===== config.mk =====
export PLATFORM = sky130hd
export DESIGN_NAME = program_loader
export DESIGN_NICKNAME = d
export VERILOG_FILES = /design/src/rtl/proc_pkg.sv /design/src/rtl/program_loader.sv
export SDC_FILE = /design/constraint.sdc
export NUM_CORES = 1
export LEC_CHECK = 0
export CELL_PAD_IN_SITES_DETAIL_PLACEMENT = 0
export CELL_PAD_IN_SITES_GLOBAL_PLACEMENT = 2
export CORE_MARGIN = 2
export CORE_UTILIZATION = 30
export DETAILED_ROUTE_END_ITERATION = 8
export GPL_TIMING_DRIVEN = 0
export PLACE_DENSITY = 0.77
export SYNTH_ARGS = -nofsm -noshare
export SYNTH_HDL_FRONTEND = slang
export SYNTH_SLANG_ARGS = --single-unit

===== constraint.sdc =====
create_clock -name clk -period 1.6 [get_ports clk]
set_input_delay 0.4 -clock clk [delete_from_list [all_inputs] [get_ports clk]]
set_output_delay 0.4 -clock clk [all_outputs]
set_load 0.01 [all_outputs]

===== src/rtl/proc_pkg.sv =====
// Shared processor constants and the program-loader state encoding.
// The CKSUM state only exists when PROGRAM_LOADER_CKSUM_EN is defined.
package proc_pkg;

    localparam int unsigned INST_W     = 16;
    localparam int unsigned IMEM_DEPTH = 16;
    localparam int unsigned IMEM_AW    = $clog2(IMEM_DEPTH);
    localparam int unsigned BYTE_W     = 8;
    localparam int unsigned CNT_W      = IMEM_AW + 1;

    typedef enum logic [2:0] {
        ST_IDLE  = 3'd0,
        ST_HI    = 3'd1,
        ST_LO    = 3'd2,
        ST_WRITE = 3'd3
`ifdef PROGRAM_LOADER_CKSUM_EN
        ,
        ST_CKSUM = 3'd4
`endif
    } loader_state_t;

endpackage


===== src/rtl/program_loader.sv =====
// Byte-stream program loader: packs byte pairs high-first into instructions and
// writes words 0..15 while holding the CPU. Optional checksum: PROGRAM_LOADER_CKSUM_EN.
module program_loader
    import proc_pkg::*;
(
    input  logic                clk,
    input  logic                rst,
    input  logic                start,
    input  logic                abort,
    input  logic [BYTE_W-1:0]   byte_in,
    input  logic                byte_valid,
    output logic                byte_ready,
    output logic                mem_we,
    output logic [IMEM_AW-1:0]  mem_addr,
    output logic [INST_W-1:0]   mem_wdata,
    output logic                cpu_hold,
    output logic                busy,
    output logic                done,
    output logic [CNT_W-1:0]    load_count,
    output logic                cks_err
);

    loader_state_t       state, state_n;
    logic [BYTE_W-1:0]   hi_q, hi_n;
    logic [IMEM_AW-1:0]  addr_q, addr_n;
    logic [IMEM_AW-1:0]  mem_addr_n;
    logic [INST_W-1:0]   mem_wdata_n;
    logic [CNT_W-1:0]    load_count_n;
    logic                mem_we_n, byte_ready_n, busy_n, cpu_hold_n, done_n;
    logic                xfer;

`ifdef PROGRAM_LOADER_CKSUM_EN
    logic [BYTE_W-1:0]   xor_q, xor_n;
    logic                cks_err_n;
`endif

    always_ff @(posedge clk or posedge rst) begin
        if (rst) begin
            state      <= ST_IDLE;
            hi_q       <= '0;
            addr_q     <= '0;
            mem_addr   <= '0;
            mem_wdata  <= '0;
            load_count <= '0;
            mem_we     <= 1'b0;
            byte_ready <= 1'b0;
            busy       <= 1'b0;
            cpu_hold   <= 1'b0;
            done       <= 1'b0;
        end else begin
            state      <= state_n;
            hi_q       <= hi_n;
            addr_q     <= addr_n;
            mem_addr   <= mem_addr_n;
            mem_wdata  <= mem_wdata_n;
            load_count <= load_count_n;
            mem_we     <= mem_we_n;
            byte_ready <= byte_ready_n;
            busy       <= busy_n;
            cpu_hold   <= cpu_hold_n;
            done       <= done_n;
        end
    end

`ifdef PROGRAM_LOADER_CKSUM_EN
    always_ff @(posedge clk or posedge rst) begin
        if (rst) begin
            xor_q   <= '0;
            cks_err <= 1'b0;
        end else begin
            xor_q   <= xor_n;
            cks_err <= cks_err_n;
        end
    end
`else
    assign cks_err = 1'b0;
`endif

    always_comb begin
        state_n      = state;
        hi_n         = hi_q;
        addr_n       = addr_q;
        mem_addr_n   = mem_addr;
        mem_wdata_n  = mem_wdata;
        load_count_n = load_count;
        busy_n       = busy;
        cpu_hold_n   = cpu_hold;
        done_n       = done;
`ifdef PROGRAM_LOADER_CKSUM_EN
        xor_n        = xor_q;
        cks_err_n    = cks_err;
`endif
        xfer         = byte_valid & byte_ready;

        case (state)
            ST_IDLE: begin
                if (start && !abort) begin
                    state_n      = ST_HI;
                    addr_n       = '0;
                    load_count_n = '0;
                    done_n       = 1'b0;
                    busy_n       = 1'b1;
                    cpu_hold_n   = 1'b1;
`ifdef PROGRAM_LOADER_CKSUM_EN
                    xor_n        = '0;
                    cks_err_n    = 1'b0;
`endif
                end
            end
            ST_HI: begin
                if (xfer) begin
                    hi_n    = byte_in;
                    state_n = ST_LO;
`ifdef PROGRAM_LOADER_CKSUM_EN
                    xor_n   = xor_q ^ byte_in;
`endif
                end
            end
            ST_LO: begin
                // Word count advances together with the write strobe it accounts for.
                if (xfer) begin
                    mem_wdata_n  = {hi_q, byte_in};
                    mem_addr_n   = addr_q;
                    load_count_n = load_count + CNT_W'(1);
                    state_n      = ST_WRITE;
`ifdef PROGRAM_LOADER_CKSUM_EN
                    xor_n        = xor_q ^ byte_in;
`endif
                end
            end
            ST_WRITE: begin
                if (addr_q == IMEM_AW'(IMEM_DEPTH - 1)) begin
`ifdef PROGRAM_LOADER_CKSUM_EN
                    state_n    = ST_CKSUM;
`else
                    state_n    = ST_IDLE;
                    done_n     = 1'b1;
                    busy_n     = 1'b0;
                    cpu_hold_n = 1'b0;
`endif
                end else begin
                    addr_n  = addr_q + IMEM_AW'(1);
                    state_n = ST_HI;
                end
            end
`ifdef PROGRAM_LOADER_CKSUM_EN
            ST_CKSUM: begin
                if (xfer) begin
                    cks_err_n  = (byte_in != xor_q);
                    done_n     = 1'b1;
                    busy_n     = 1'b0;
                    cpu_hold_n = 1'b0;
                    state_n    = ST_IDLE;
                end
            end
`endif
            default: begin
                state_n = ST_IDLE;
            end
        endcase

        // Abort cancels anything captured this cycle, including a low-byte transfer.
        if (abort && (state != ST_IDLE)) begin
            state_n      = ST_IDLE;
            hi_n         = hi_q;
            mem_addr_n   = mem_addr;
            mem_wdata_n  = mem_wdata;
            load_count_n = load_count;
            busy_n       = 1'b0;
            cpu_hold_n   = 1'b0;
            done_n       = 1'b0;
`ifdef PROGRAM_LOADER_CKSUM_EN
            xor_n        = xor_q;
`endif
        end

        mem_we_n     = (state_n == ST_WRITE);
`ifdef PROGRAM_LOADER_CKSUM_EN
        byte_ready_n = (state_n == ST_HI) || (state_n == ST_LO) || (state_n == ST_CKSUM);
`else
        byte_ready_n = (state_n == ST_HI) || (state_n == ST_LO);
`endif
    end

endmodule


[Word level (Yosys, flattened, before mapping)]
Index checks and enable logic that the tools add are counted.
Storage, ports and cells
  word-level logic and storage cells: 60
  output and inout bits: 31
  bits in writable memories: 0
  bits in registers: 44
  latch bits: 0
  memories kept: 0
  memory bits (read-only): 0
Operators by class
  div/mod/pow operators: 0
  reductions and logical operators: 14
  muxes and demuxes: 20
  equal/unequal tests: 12
  $add $sub $neg: 2
  bitwise gates (word level): 2
  multipliers: 0
  $lt $le $gt $ge: 0
  shift-type cells: 0
Operators with widths (count)
  3-bit by 2-bit == test with 1-bit output (second input constant): 4
  3-bit 2-to-1 mux: 4
  3-bit case mux with 4 select lines: 1
  3-bit AND reduction: 4
  5-bit 2-to-1 mux: 2
  5-bit case mux with 2 select lines: 1
  4-bit 2-to-1 mux: 2
  4-bit case mux with 2 select lines: 1
  1-bit 2-to-1 mux: 7
  3-bit by 1-bit == test with 1-bit output (second input constant): 2
  2-bit inequality test (second input constant): 3
  3-bit inequality test (second input constant): 2
  3-bit nonzero test: 2
  5-bit by 1-bit adder with 5-bit output (second input constant): 1
  4-bit by 1-bit adder with 4-bit output (second input constant): 1
  4-bit == test (second input constant): 1
  1-bit case mux with 2 select lines: 2
  4-bit AND reduction: 1
  2-bit nonzero test: 2
  3-bit zero test: 1
  1-bit logical AND: 2
  1-bit bitwise AND: 1
  1-bit zero test: 1
  1-bit logical OR: 1
  1-bit inverter: 1

[Depth between registers and ports, before layout]
Gate-level depths: netlist of run 1.
  depth in word-level cells: 7
  depth in mapped cells: 5

[Worst setup path before layout of run 1]
OpenSTA, ideal clock, no wires.
  path kind: flip-flop to flip-flop
  from: reg state[0]
  to: reg mem_addr[0]
  data required time: 1.475 ns
  period minus slack after synthesis: 1.672 ns
  stages on the path, launching flop included: 6
  arrival time: 1.548 ns
  path buffers: 2
  setup slack: -0.072 ns
  cells stage by stage: dfrtp_1 buf_6 or3_4 nor2_2 buf_4 mux2_2
On the way
  cells in the longest elaborated chain, start to end: 4
  elaborated cells on any way between the ends: 5
RTL lines
  start: declaration: RTL line program_loader.sv:23  | loader_state_t state, state_n;
  start signal: assignment: RTL line program_loader.sv:51  | state <= state_n;
  3-bit nonzero test: RTL line program_loader.sv:163  | if (abort && (state != ST_IDLE)) begin
  1-bit logical AND: RTL line program_loader.sv:163
  1-bit inverter (no line)
  3-bit AND reduction (no line) *
  end signal: assignment: RTL line program_loader.sv:54  | mem_addr <= mem_addr_n;
  end: declaration: RTL line program_loader.sv:14  | output logic [IMEM_AW-1:0] mem_addr,
Every way passes the cells marked *; elsewhere a longest branch is shown, timed or not.
A chain may end at the register's enable or synchronous reset.

[Final worst setup path of run 1]
  from: reg state[2]
  to: reg hi_q[2]
On the way
  cells in the longest elaborated chain, start to end: 4
  elaborated cells on any way between the ends: 5
RTL lines
  3-bit nonzero test: RTL line program_loader.sv:163
  1-bit logical AND: RTL line program_loader.sv:163
  1-bit inverter (no line)
  3-bit AND reduction (no line) *
  end signal: assignment: RTL line program_loader.sv:52  | hi_q <= hi_n;
  end: declaration: RTL line program_loader.sv:24  | logic [BYTE_W-1:0] hi_q, hi_n;
Marks and branches as above.

==> reports/qor.yml, run 1 <==
placement:
  portBuffers: 42
  gp_congestion: 0.773
  dp_hpwl_um: 2910
  pre_cts_ws_ns: -0.670
min_path:
  hold_class: "reg -> reg"
global_route:
  grt_pass1_vias: 1458
  grt_use_total_pct: 12.9
  gr-total-overflow: 0
  grt_max_degree: 45
  antenna_found_initial: 0
  grt_pass1_wl_um: 7400
synth:
  netlist_area_mm2: 0.00195
  synth_cell_types: 46
  yosys_warnings: 0
  synthTopCellsByArea: "dfrtp_1 56%, mux2_2 12%, mux2_4 6.1%"
  synthCells: 144
  yosys.area.top_type_share_pct: 56.3
  ys_seq_elements: 44
  postSynthAreaPerCell_um2: 13.6
  seq_area_frac_synth_pct: 56.3
  synth_top_area_cell: "dfrtp_1"
die:
  die_h_um: 84.7
  row_count: 29
  dieArea_mm2: 0.00718
  ios: 44
  initial_core_util_pct: 31.0
  die_w_um: 84.7
  core_mm2: 0.00631
routing:
  wl_per_cell_um: 15.6
  ant_nets: 0
  drt_iter0_markers: 52
  via_count: 1408
  viasPerCell: 4.92
  drt_wl_total_um: 4460
  drc: 0
  dr.pass1.iters: 4
clocking:
  cts.reportedPaths.clkPinSlew_ns: 0.08
  cts_made_buffers: 5
  h-tree-depth: 2
  root_buffer: "clkbuf_8"
  insertion_delay_ns: 0.29
  cts_tree: "done"
  cts_sinks: 44
  clock_path_buffers: 2
power:
  power.total_mw: 2.33
  vdd_drop_max_mv: 0.435
  power_density_mw_per_mm2: 807
  p_int_mw: 1.86
  p_sw_share_pct: 20.1
  combPwrFrac_pct: 8.7
  power_frac_clock_pct: 42.1
  pwr-share-seq_pct: 49.2
  leakagePower_nw: 1.64
  power_switching_uw: 469
sta:
  period_minus_slack_ns: 1.68
  drv_slew: 0
  hold_viol: 0
  finalCritPeriodShare_pct: 105
  setup_violations: 27
  finalClockSkew_ns: 0.00497
  hold_ws_ns: 0.505
  maxSlewHeadroom_pct: 39.8
  worst_slack_ns: -0.0809
  fmax_ghz: 0.595
  tightest_slew_ns: 0.901
  rsz0062_at_grt: "yes"
  tns_ns: -1.73
run_status:
  status: "finished with violations"
  violations: "setup timing"
setup_path:
  cpMaxStageDelayCell: "or4b_4"
  crit_type: "reg -> reg"
  worstPathCellList: "and2b_1 -> or4b_4 -> buf_12 -> mux2_4"
  cp_num_buf_inv: 1
  critPathMaxStageDelay_ns: 0.48
  cp-end-kind: "flop"
  path_max_fanout: 8
  arrival_ns: 1.86
  worstSetupStartpointType: "flop"
  critPathTopFamily: "simple AND/OR/NAND/NOR gates"
  required_ns: 1.78
finish:
  diodes: 0
  mostFrequentLayoutCell: "dfrtp_1"
  drive_gt1_share_pct: 35.9
  area_growth_pct: 47.6
  layout_common_cells: "43 x dfrtp_1, 21 x mux2_4, 16 x dlygate4sd2_1, 15 x buf_4, 14 x dlymetal6s2s_1"
  nets: 224
  nFillCells: 591
flow_run:
  cap_violations: 0
-- state kept, by name, summed over array words and instances, names as in the netlist, 3 cells and up --
| signal | cells |
|---|---|
| hi_q | 8 |
| addr_q | 4 |
| load_count | 5 |
| mem_addr | 4 |
| mem_wdata | 16 |
| state | 3 |
-- metrics by stage --
step | std cells | area, um2 | util [%]
detailed placement | 264 | 2490 | 39.4
CTS | 282 | 2740 | 43.5
global route | 286 | 2880 | 45.7
global placement | 264 | 2490 | 39.4
finish | 286 | 2880 | 45.7
floorplan | 145 | 1970 | -
-- cell families after synthesis --
family	after synthesis	share of synthesized area [%]
muxes	30	18.8
buffers and inverters	10	3.52
other	1	0.192
DFF	44	56.3
xor gates and xnor gates	1	0.448
and+or+nand+nor	32	10.7
AOI/OAI and AO/OA	24	8.77
adders and majority gates	2	1.28
-- power by group through the flow --
stage	clock network, mW	logic (mW)	registers (mW)
2_1_floorplan	0	0.0817	1.17
3_3_place_gp	0	0.167	1.17
3_5_place_dp	0	0.169	1.17
4_1_cts	1.01	0.186	1.14
5_1_grt	1.06	0.222	1.15
6_report	0.979	0.203	1.14
-- cells in the mapped netlist, drive strengths merged --
cell type,number
dfrtp,44
mux2,29
buf,7
nand3,5
o21ai,5
a21oi,3
a22o,3
nand2,3
nand2b,3
or3,3
a211oi,2
a2bb2oi,2
and2,2
ha,2
inv,2
nand3b,2
nand4,2
nor2,2
o31ai,2
or4,2
a21bo,1
a221o,1
a31oi,1
a41oi,1
and2b,1
and3b,1
clkbuf,1
conb,1
mux2i,1
nand4b,1
nor2b,1
nor3,1
nor4bb,1
o21bai,1
o22ai,1
o2bb2ai,1
or2,1
or4b,1
xnor2,1
-- area by class of cell --
class	count	area [um2]	share of cell area, %
clock buffers	5	68.8	2.39
well taps	77	96.3	3.34
repair buffers	57	569	19.7
flip-flops and latches	44	1100	38.2
multi-input cells	91	883	30.6
clock inverters	2	60.1	2.08
plain buffers	8	96.3	3.34
inverters	2	7.51	0.260
-- timing repair --
item                       in CTS  in global routing
resized for setup              37                 32
setup endpoints to repair      54                 47
buffers inserted               11                  3
hold buffers                    0                  0
pin swaps                       4                  4
gates cloned                    0                  1
-- per-layer routing --
layer / wire [um] / share of wire (%) / vias to the layer above / GRT usage (%)
li1: - / - / 658 / -
met3: 268 / 6.0 / 2 / 4.03
met1: 2100 / 47 / 708 / 17.3
met2: 2080 / 47 / 40 / 20.4
met4: 13 / 0.29 / 0 / 3.32
met5: 0 / 0 / - / 0
-- path summary, 6_finish.rpt --
check,cells after the start,startpoint,slack [ns],to
worst max-delay path,4,state[2],-0.08,hi_q[2]
worst min-delay path,1,mem_wdata[3],0.51,mem_wdata[3]
worst max register to register,4,state[2],-0.08,hi_q[2]
worst min register to register,1,mem_wdata[3],0.51,mem_wdata[3]
max in group asynchronous,2,rst,0.35,byte_ready
min in group asynchronous,2,rst,0.63,mem_wdata[14]
(Power assumes the default switching activity.)
==> inputs of run 2 (changes only) <==
Settings changed: PLACE_DENSITY 0.77 to 0.71.
==> run 2 against run 1 <==
Effect of this change: the flow still finishes with violations (setup timing); cell count stayed put; sequential power hardly changed; global-route usage is 0.25 points lower; hold slack worse by 0.12 ns.
==> reports/qor.yml, run 2 (synthesis gave the netlist of run 1 again) <==
die:
  die_w_um: 84.7  # unchanged
  row_count: 29  # unchanged
  initial_core_util_pct: 31.0  # unchanged
  ios: 44  # unchanged
  die_h_um: 84.7  # unchanged
  core_mm2: 0.00631  # unchanged
  dieArea_mm2: 0.00718  # unchanged
clocking:
  insertion_delay_ns: 0.29  # about the same
  root_buffer: "clkbuf_8"
  cts_sinks: 44  # unchanged
  cts_hold_buf: 0  # unchanged
  cts_made_buffers: 5  # unchanged
  clock_path_buffers: 2  # unchanged
  cts_tree: "done"
  cts.reportedPaths.clkPinSlew_ns: 0.08  # about the same
  h-tree-depth: 2  # unchanged
setup_path:
  path_max_fanout: 8  # unchanged
  cp-end-kind: "flop"
  critPathMaxStageDelay_ns: 0.45  # -0.03 ns
  worstPathCellList: "and2b_2 -> or4b_4 -> buf_6 -> mux2_4"
  worstSetupStartpointType: "flop"
  crit_type: "reg -> reg"
  required_ns: 1.78  # about the same
  arrival_ns: 1.87  # about the same
  cpMaxStageDelayCell: "or4b_4"
placement:
  dp_hpwl_um: 2970  # +1.9%
  pre_cts_ws_ns: -0.677  # -0.00656 ns
  gp_congestion: 0.767  # -0.80%
  detailed_place.area_mm2: 0.00251  # +0.80%
  portBuffers: 42  # unchanged
finish:
  diodes: 0  # unchanged
  biggestRegsByFlops: "mem_wdata (16), hi_q (8), load_count (5)"
  area_growth_pct: 45.8
  top_register: "mem_wdata"
  mostFrequentLayoutCell: "dfrtp_1"
  stdcell_area_mm2: 0.00285  # -1.2%
  layout_common_cells: "42 x dfrtp_1, 20 x mux2_4, 18 x dlymetal6s2s_1, 14 x buf_4, 13 x dlygate4sd2_1"
  nets: 223  # -0.45%
  utilization_pct: 45.1  # -0.55 points
  largest_reg_flops: 16  # unchanged
  drive_gt1_share_pct: 34.4  # -1.4 points
power:
  power_density_mw_per_mm2: 762  # -5.5%
  leakagePower_nw: 1.68  # +2.2%
  vdd_drop_max_mv: 0.380  # -13%
  power.total_mw: 2.17  # -6.6%
sta:
  drv_slew: 0  # unchanged
  finalClockSkew_ns: 0.00468  # -0.000289 ns
  period_minus_slack_ns: 1.69  # +0.0126 ns
  fmax_ghz: 0.591  # -0.75%
  hold_viol: 0  # unchanged
  worst_slack_ns: -0.0935  # -0.0126 ns
  hold_ws_ns: 0.385  # -0.120 ns
  rsz0062_at_grt: "yes"
  finalCritPeriodShare_pct: 106  # +0.79 points
  setup_violations: 26  # -3.7%
global_route:
  gr-total-overflow: 0  # unchanged
  grt_use_total_pct: 12.7  # -0.25 points
  grt_pass1_wl_um: 7370  # -0.37%
  top_usage_layer: "met2"
  use_met2_pct: 20.3  # -0.072 points
  grt_pass1_vias: 1511  # +3.6%
  met1_usage_pct: 16.7  # -0.64 points
  grtUsageMet3_pct: 3.44  # -0.59 points
  grt_max_degree: 32  # -29%
  antenna_found_initial: 0  # unchanged
flow_run:
  cap_violations: 0  # unchanged
routing:
  drc: 0  # unchanged
  via_count: 1403  # -0.36%
  viasPerCell: 4.91  # -0.36%
  drt_iter0_markers: 17  # -67%
  dr.pass1.iters: 4  # unchanged
  drt_wl_total_um: 4330  # -3.0%
  wl_per_cell_um: 15.1  # -3.0%
  ant_nets: 0  # unchanged
run_status:
  violations: "setup timing"
  status: "finished with violations"
min_path:
  hold_class: "in -> async"
-- run 2: changes by cell type in the layout (fill, tap and decap cells not counted), moves of 3 or more --
cell and change:
dlymetal6s2s_1 +4, o21ai_0 +4, o21ai_1 -4, dlygate4sd2_1 -3
-- run 2: timing repair --
item	in CTS	in global routing
endpoints found under the setup margin	52	50
pin swaps	6	1
gates resized for setup	31	32
buffers inserted	13	1
-- run 2: routing by layer --
metal  part of all wire (%)  vias to the layer above
li1                       -                      658
met1                     47                      697
met2                     46                       42
met3                    5.8                        6
met4                    1.2                        0
met5                      0                        -
-- run 2: layout make-up --
type / count / area [um2]
clock buffer: 6 / 72.6
sequential: 44 / 1100
timing repair buffer: 57 / 591
fill: 599 / 3460
clock inverter: 2 / 35.0
multi-input combinational: 91 / 867
inverter: 2 / 7.51
tap: 77 / 96.3
buffer: 7 / 76.3
-- run 2: power by group --
group	total, mW	leakage [nW]	switching, mW	internal, mW
Sequential	1.15	0.606	0.0151	1.13
Combinational	0.198	1.01	0.0866	0.111
Clock	0.828	0.0552	0.365	0.463
-- run 2: metrics by stage --
stage,cells,setup TNS (ns)
2_1_floorplan,145,-0.354
3_3_place_gp,264,-54.01
3_5_place_dp,265,-23.72
4_1_cts,286,-2.40
5_1_grt,286,-2.85
6_report,286,-1.51
-- run 2: worst paths after layout --
kind                                end  cells past startpoint        start  slack (ns)
max                             hi_q[5]                      4     state[2]       -0.09
min                        mem_wdata[8]                      2          rst        0.39
max reg2reg                     hi_q[5]                      4     state[2]       -0.09
min reg2reg                 mem_addr[3]                      1  mem_addr[3]        0.50
max in group asynchronous      state[2]                      3          rst        0.75
min in group clk            mem_addr[3]                      1  mem_addr[3]        0.50
-- run 2: critical path, delay by kind of cell (launching register included) --
kind | cells | cell delay (ns)
mux | 1 | 0.31
buf+inv | 1 | 0.17
simple gates | 2 | 0.67
flops | 1 | 0.43
==> edit 1: new RTL, settings of run 1 <==
The package constant `IMEM_DEPTH` goes from 16 to 8.
--- a/src/rtl/proc_pkg.sv
+++ b/src/rtl/proc_pkg.sv
@@ -3,7 +3,7 @@
 package proc_pkg;
 
     localparam int unsigned INST_W     = 16;
-    localparam int unsigned IMEM_DEPTH = 16;
+    localparam int unsigned IMEM_DEPTH = 8;
     localparam int unsigned IMEM_AW    = $clog2(IMEM_DEPTH);
     localparam int unsigned BYTE_W     = 8;
     localparam int unsigned CNT_W      = IMEM_AW + 1;
Ports: changed (resized load_count and mem_addr); port bits go from 44 to 42. No check against the original RTL was run, so the function may have changed too.
==> edit 1 against run 1 <==
- the flow still finishes with violations (negative setup slack)
- sequential cell count shrank 3
- area after synthesis shrank 8.3%
- clock skew grew 0.0011 ns
- hold slack lost 0.096 ns
- design area shrank 11%
- setup slack lost 0.042 ns
- utilization shrank 2.0 points
- wire length shrank 14%
- total power shrank 16%
==> edit 1: results (changes against run 1) <==
| Metric | This run | Change |
|---|---|---|
| Largest registers | mem_wdata x16, hi_q x8, load_count x4 |  |
| Share of synthesized area occupied by flip-flops and latches | 0.572 | +0.00885 |
| Worst Hold Path EP | state[1]$_DFF_PP0_ |  |
| Endpoint of the worst setup timing path | mem_wdata[15]$_DFFE_PP0P_ |  |
| Startpoint of the most critical hold path | abort |  |
| Hold WC Path Type | in2reg |  |
| Fraction of power spent switching nets | 0.234 | +0.0321 |
| Library cell contributing the largest single delay on the critical path | or3b_4 |  |
| Slowest Stage Delay on Critical Path | 0.41 ns | -0.07 ns |
| Crit path setup slack, layout | -0.123 ns | -0.0419 ns |
| Arrival time at the worst endpoint | 1.90 ns | +0.04 ns |
| Dominant cells by area after synthesis | dfrtp_1 (57%), mux2_2 (14%), mux2_4 (5.9%) |  |
| Cell area reported after detailed placement | 0.00228 mm² | -8.2% |
| DR WL met2 | 1950 µm | -6.3% |
| Met3 routing resource usage after global routing | 0.0233 | -0.0170 |
| Endpoints failing setup | 26 | -3.7% |
| Violated checks | negative setup slack |  |
| Estimated wirelength of the detail-placed design | 2460 µm | -16% |
| Total Routed Length | 3840 µm | -14% |
| Met3 Wirelength | 128 µm | -52% |
| Outcome | complete, but fails checks |  |
| Global-route usage over all layers | 0.120 | -0.00924 |
| Number of instances on the worst hold path | 2 | +1 |
| Post-placement setup slack | -0.514 ns | +0.156 ns |
| Worst-case vdd ir drop | 0.314 mV | -28% |
| Top cells by count, synth | dfrtp_1 (41), mux2_2 (23), nor2_1 (8) |  |
| Routed via count divided by cell count | 4.59 | -6.7% |
| Filler cell count | 538 | -9.0% |
-- edit 1: cell count changes in the layout (fill, tap and decap cells not counted), moves of 3 or more --
cell,change
nand2_1,+4
mux2_2,+12
mux2_4,-11
o21ai_1,-4
nor2_1,+6
nand2b_1,-3
a22o_1,-3
nor3_1,+4
buf_4,-3
-- edit 1: layout make-up --
type / count / area [µm²] / area share
inverter: 3 / 16.3 / 0.00636
buffer: 8 / 76.3 / 0.0298
tap: 75 / 93.8 / 0.0367
clock buffer: 6 / 82.6 / 0.0323
clock inverter: 2 / 13.8 / 0.00538
multi-input combinational: 84 / 742 / 0.290
sequential: 41 / 1030 / 0.401
timing repair buffer: 50 / 507 / 0.198
-- edit 1: kinds of logic after synthesis --
family,after synthesis,share of synthesized area
mux,31,0.209
flops,41,0.572
other cells,1,0.00209
xor+xnor,2,0.00977
simple gates,37,0.110
compound gates,9,0.0356
buf+inv,12,0.0412
fa+ha+maj,3,0.0209
==> edit 2: new RTL, settings of run 1 <==
Made on the original files. The 4 states of `loader_state_t` get a one-hot encoding in 4 bits.
--- a/src/rtl/proc_pkg.sv
+++ b/src/rtl/proc_pkg.sv
@@ -8,11 +8,11 @@
     localparam int unsigned BYTE_W     = 8;
     localparam int unsigned CNT_W      = IMEM_AW + 1;
 
-    typedef enum logic [2:0] {
-        ST_IDLE  = 3'd0,
-        ST_HI    = 3'd1,
-        ST_LO    = 3'd2,
-        ST_WRITE = 3'd3
+    typedef enum logic [3:0] {
+        ST_IDLE  = 4'b0001,
+        ST_HI    = 4'b0010,
+        ST_LO    = 4'b0100,
+        ST_WRITE = 4'b1000
 `ifdef PROGRAM_LOADER_CKSUM_EN
         ,
         ST_CKSUM = 3'd4
Function: same outputs for any inputs over 10 cycles, from zero or initial values and one cycle with rst high; not proved beyond that.
==> edit 2 against run 1 <==
- sequential cell count is 1 higher
- the flow finishes with violations (design-rule violations, negative setup slack)
- via count is 8.3% higher
- utilization is 3.2 points higher
- first-iteration DRC count is 27% higher
- setup slack worse by 0.17 ns
- wire length is 5.7% higher
- critical path type unchanged
- highest routed layer unchanged
- area after synthesis is 2.9% higher
- count of clock-buffer cells in the layout stayed put
- design area is 8.9% higher
- die area is 2.7% higher
Power is not compared: it rests on default switching activity, and its combinational part moved more than twofold at a synthesized area within 25%.
==> edit 2: results (changes against run 1) <==
| Metric | This run | Change |
|---|---|---|
| Outcome | complete, but fails checks |  |
| Violated checks | design-rule violations, negative setup slack |  |
| Die Footprint | 0.00737 mm² | +2.7% |
| Post-placement setup slack | -0.728 ns | -0.0574 ns |
| Dominant cells by area after synthesis | dfrtp_1 (55%), mux2_2 (11%), mux2_4 (6.0%) |  |
| Count of flip-flops and latches | 45 | +2.3% |
| Maximum number of pins on one net before global-route repair | 34 | -24% |
| Initial detailed-routing violation count | 66 | +27% |
| Hold WC Path Type | in2async |  |
| Number of global-route vias before repair | 1470 | +0.82% |
| Routed wire per std cell | 14.9 µm | -4.3% |
| Number of multi-input combinational cells | 97 | +6.6% |
| Endpoints failing setup | 41 | +52% |
| Synthesized area per cell | 13.0 µm² | -4.4% |
| Estimated wirelength of the detail-placed design | 2930 µm | +0.54% |
| Layout clock area frac | 0.0287 | -0.0160 |
| Library cell contributing the largest single delay on the critical path | or4_4 |  |
| Global-route usage over all layers | 0.129 | about the same |
| Final net count | 253 | +13% |
| Number of optimization iterations in the first detailed-route pass | 6 | +2 |
| Clock tree skew after final layout | 0.00632 ns | +0.00135 ns |
| TNS Setup | -6.04 ns | -4.31 ns |
| Unique masters post-synth | 41 | -11% |
| Detailed-route DRC error count | 2 | +2 |
| First-pass GRT wire length | 7470 µm | +0.93% |
| Inverters | 5 | +3 |
| CTS root buffer | clkbuf_8 |  |
| Arrival time at the worst endpoint | 2.04 ns | +0.18 ns |
| Layout cells sized above 1 | 0.452 | +0.0930 |
| Share of synthesized area occupied by flip-flops and latches | 0.561 | -0.00271 |
| Fraction of area in multi-input gates | 0.309 | +0.00247 |
| Filler cell count | 572 | -3.2% |
| Largest registers | mem_wdata x16, hi_q x8, load_count x5 |  |
| Top cells by count, synth | dfrtp_1 (44), mux2_2 (20), mux2_4 (8), nand2_1 (8), o21ai_0 (7) |  |
| Crit path setup slack, layout | -0.249 ns | -0.168 ns |
| Area of the multi-input gates | 970 µm² | +9.8% |
| Part of the cycle the worst path needs | 1.16 | +0.105 |
| Non-Clock Buffer Area Fraction | 0.266 | +0.0349 |
| Worst flop-to-flop path endpoint | hi_q[7]$_DFFE_PP0P_ |  |
| Routability Congestion | 0.688 | -11% |
| Repair and plain buffers | 84 | +29% |
| Depth of the most critical reg-to-reg path | 5 | +1 |
| Total number of vias | 1525 | +8.3% |
[edit 2: per-layer routing]
layer  wire length (µm)  vias to the layer above  part of all wire  global-route usage
li1                   -                      727                 -                   -
met1               2200                      769              0.47               0.172
met2               2330                       22              0.49               0.209
met3                120                        7             0.025              0.0250
met4                 72                        0             0.015              0.0476
met5                  0                        -                 0                   0
[edit 2: what timing repair did]
item / 4_1_cts / 5_1_grt
setup endpoints to repair: 62 / 51
pin swaps: 5 / 13
buffers inserted: 26 / 6
hold endpoints to repair: 0 / 0
cloned: 1 / 2
resized for setup: 53 / 28
[edit 2: cells by family (layout without fill, tap and decap cells)]
logic type,after synthesis,count (layout),synth area share
other,1,1,0.00187
DFF,45,45,0.561
xor gates and xnor gates,1,1,0.00436
buffers and inverters,14,97,0.0355
and+or+nand+nor,38,39,0.131
AOI/OAI and AO/OA,25,25,0.0772
adders and majority gates,2,2,0.0124
muxes,29,29,0.177
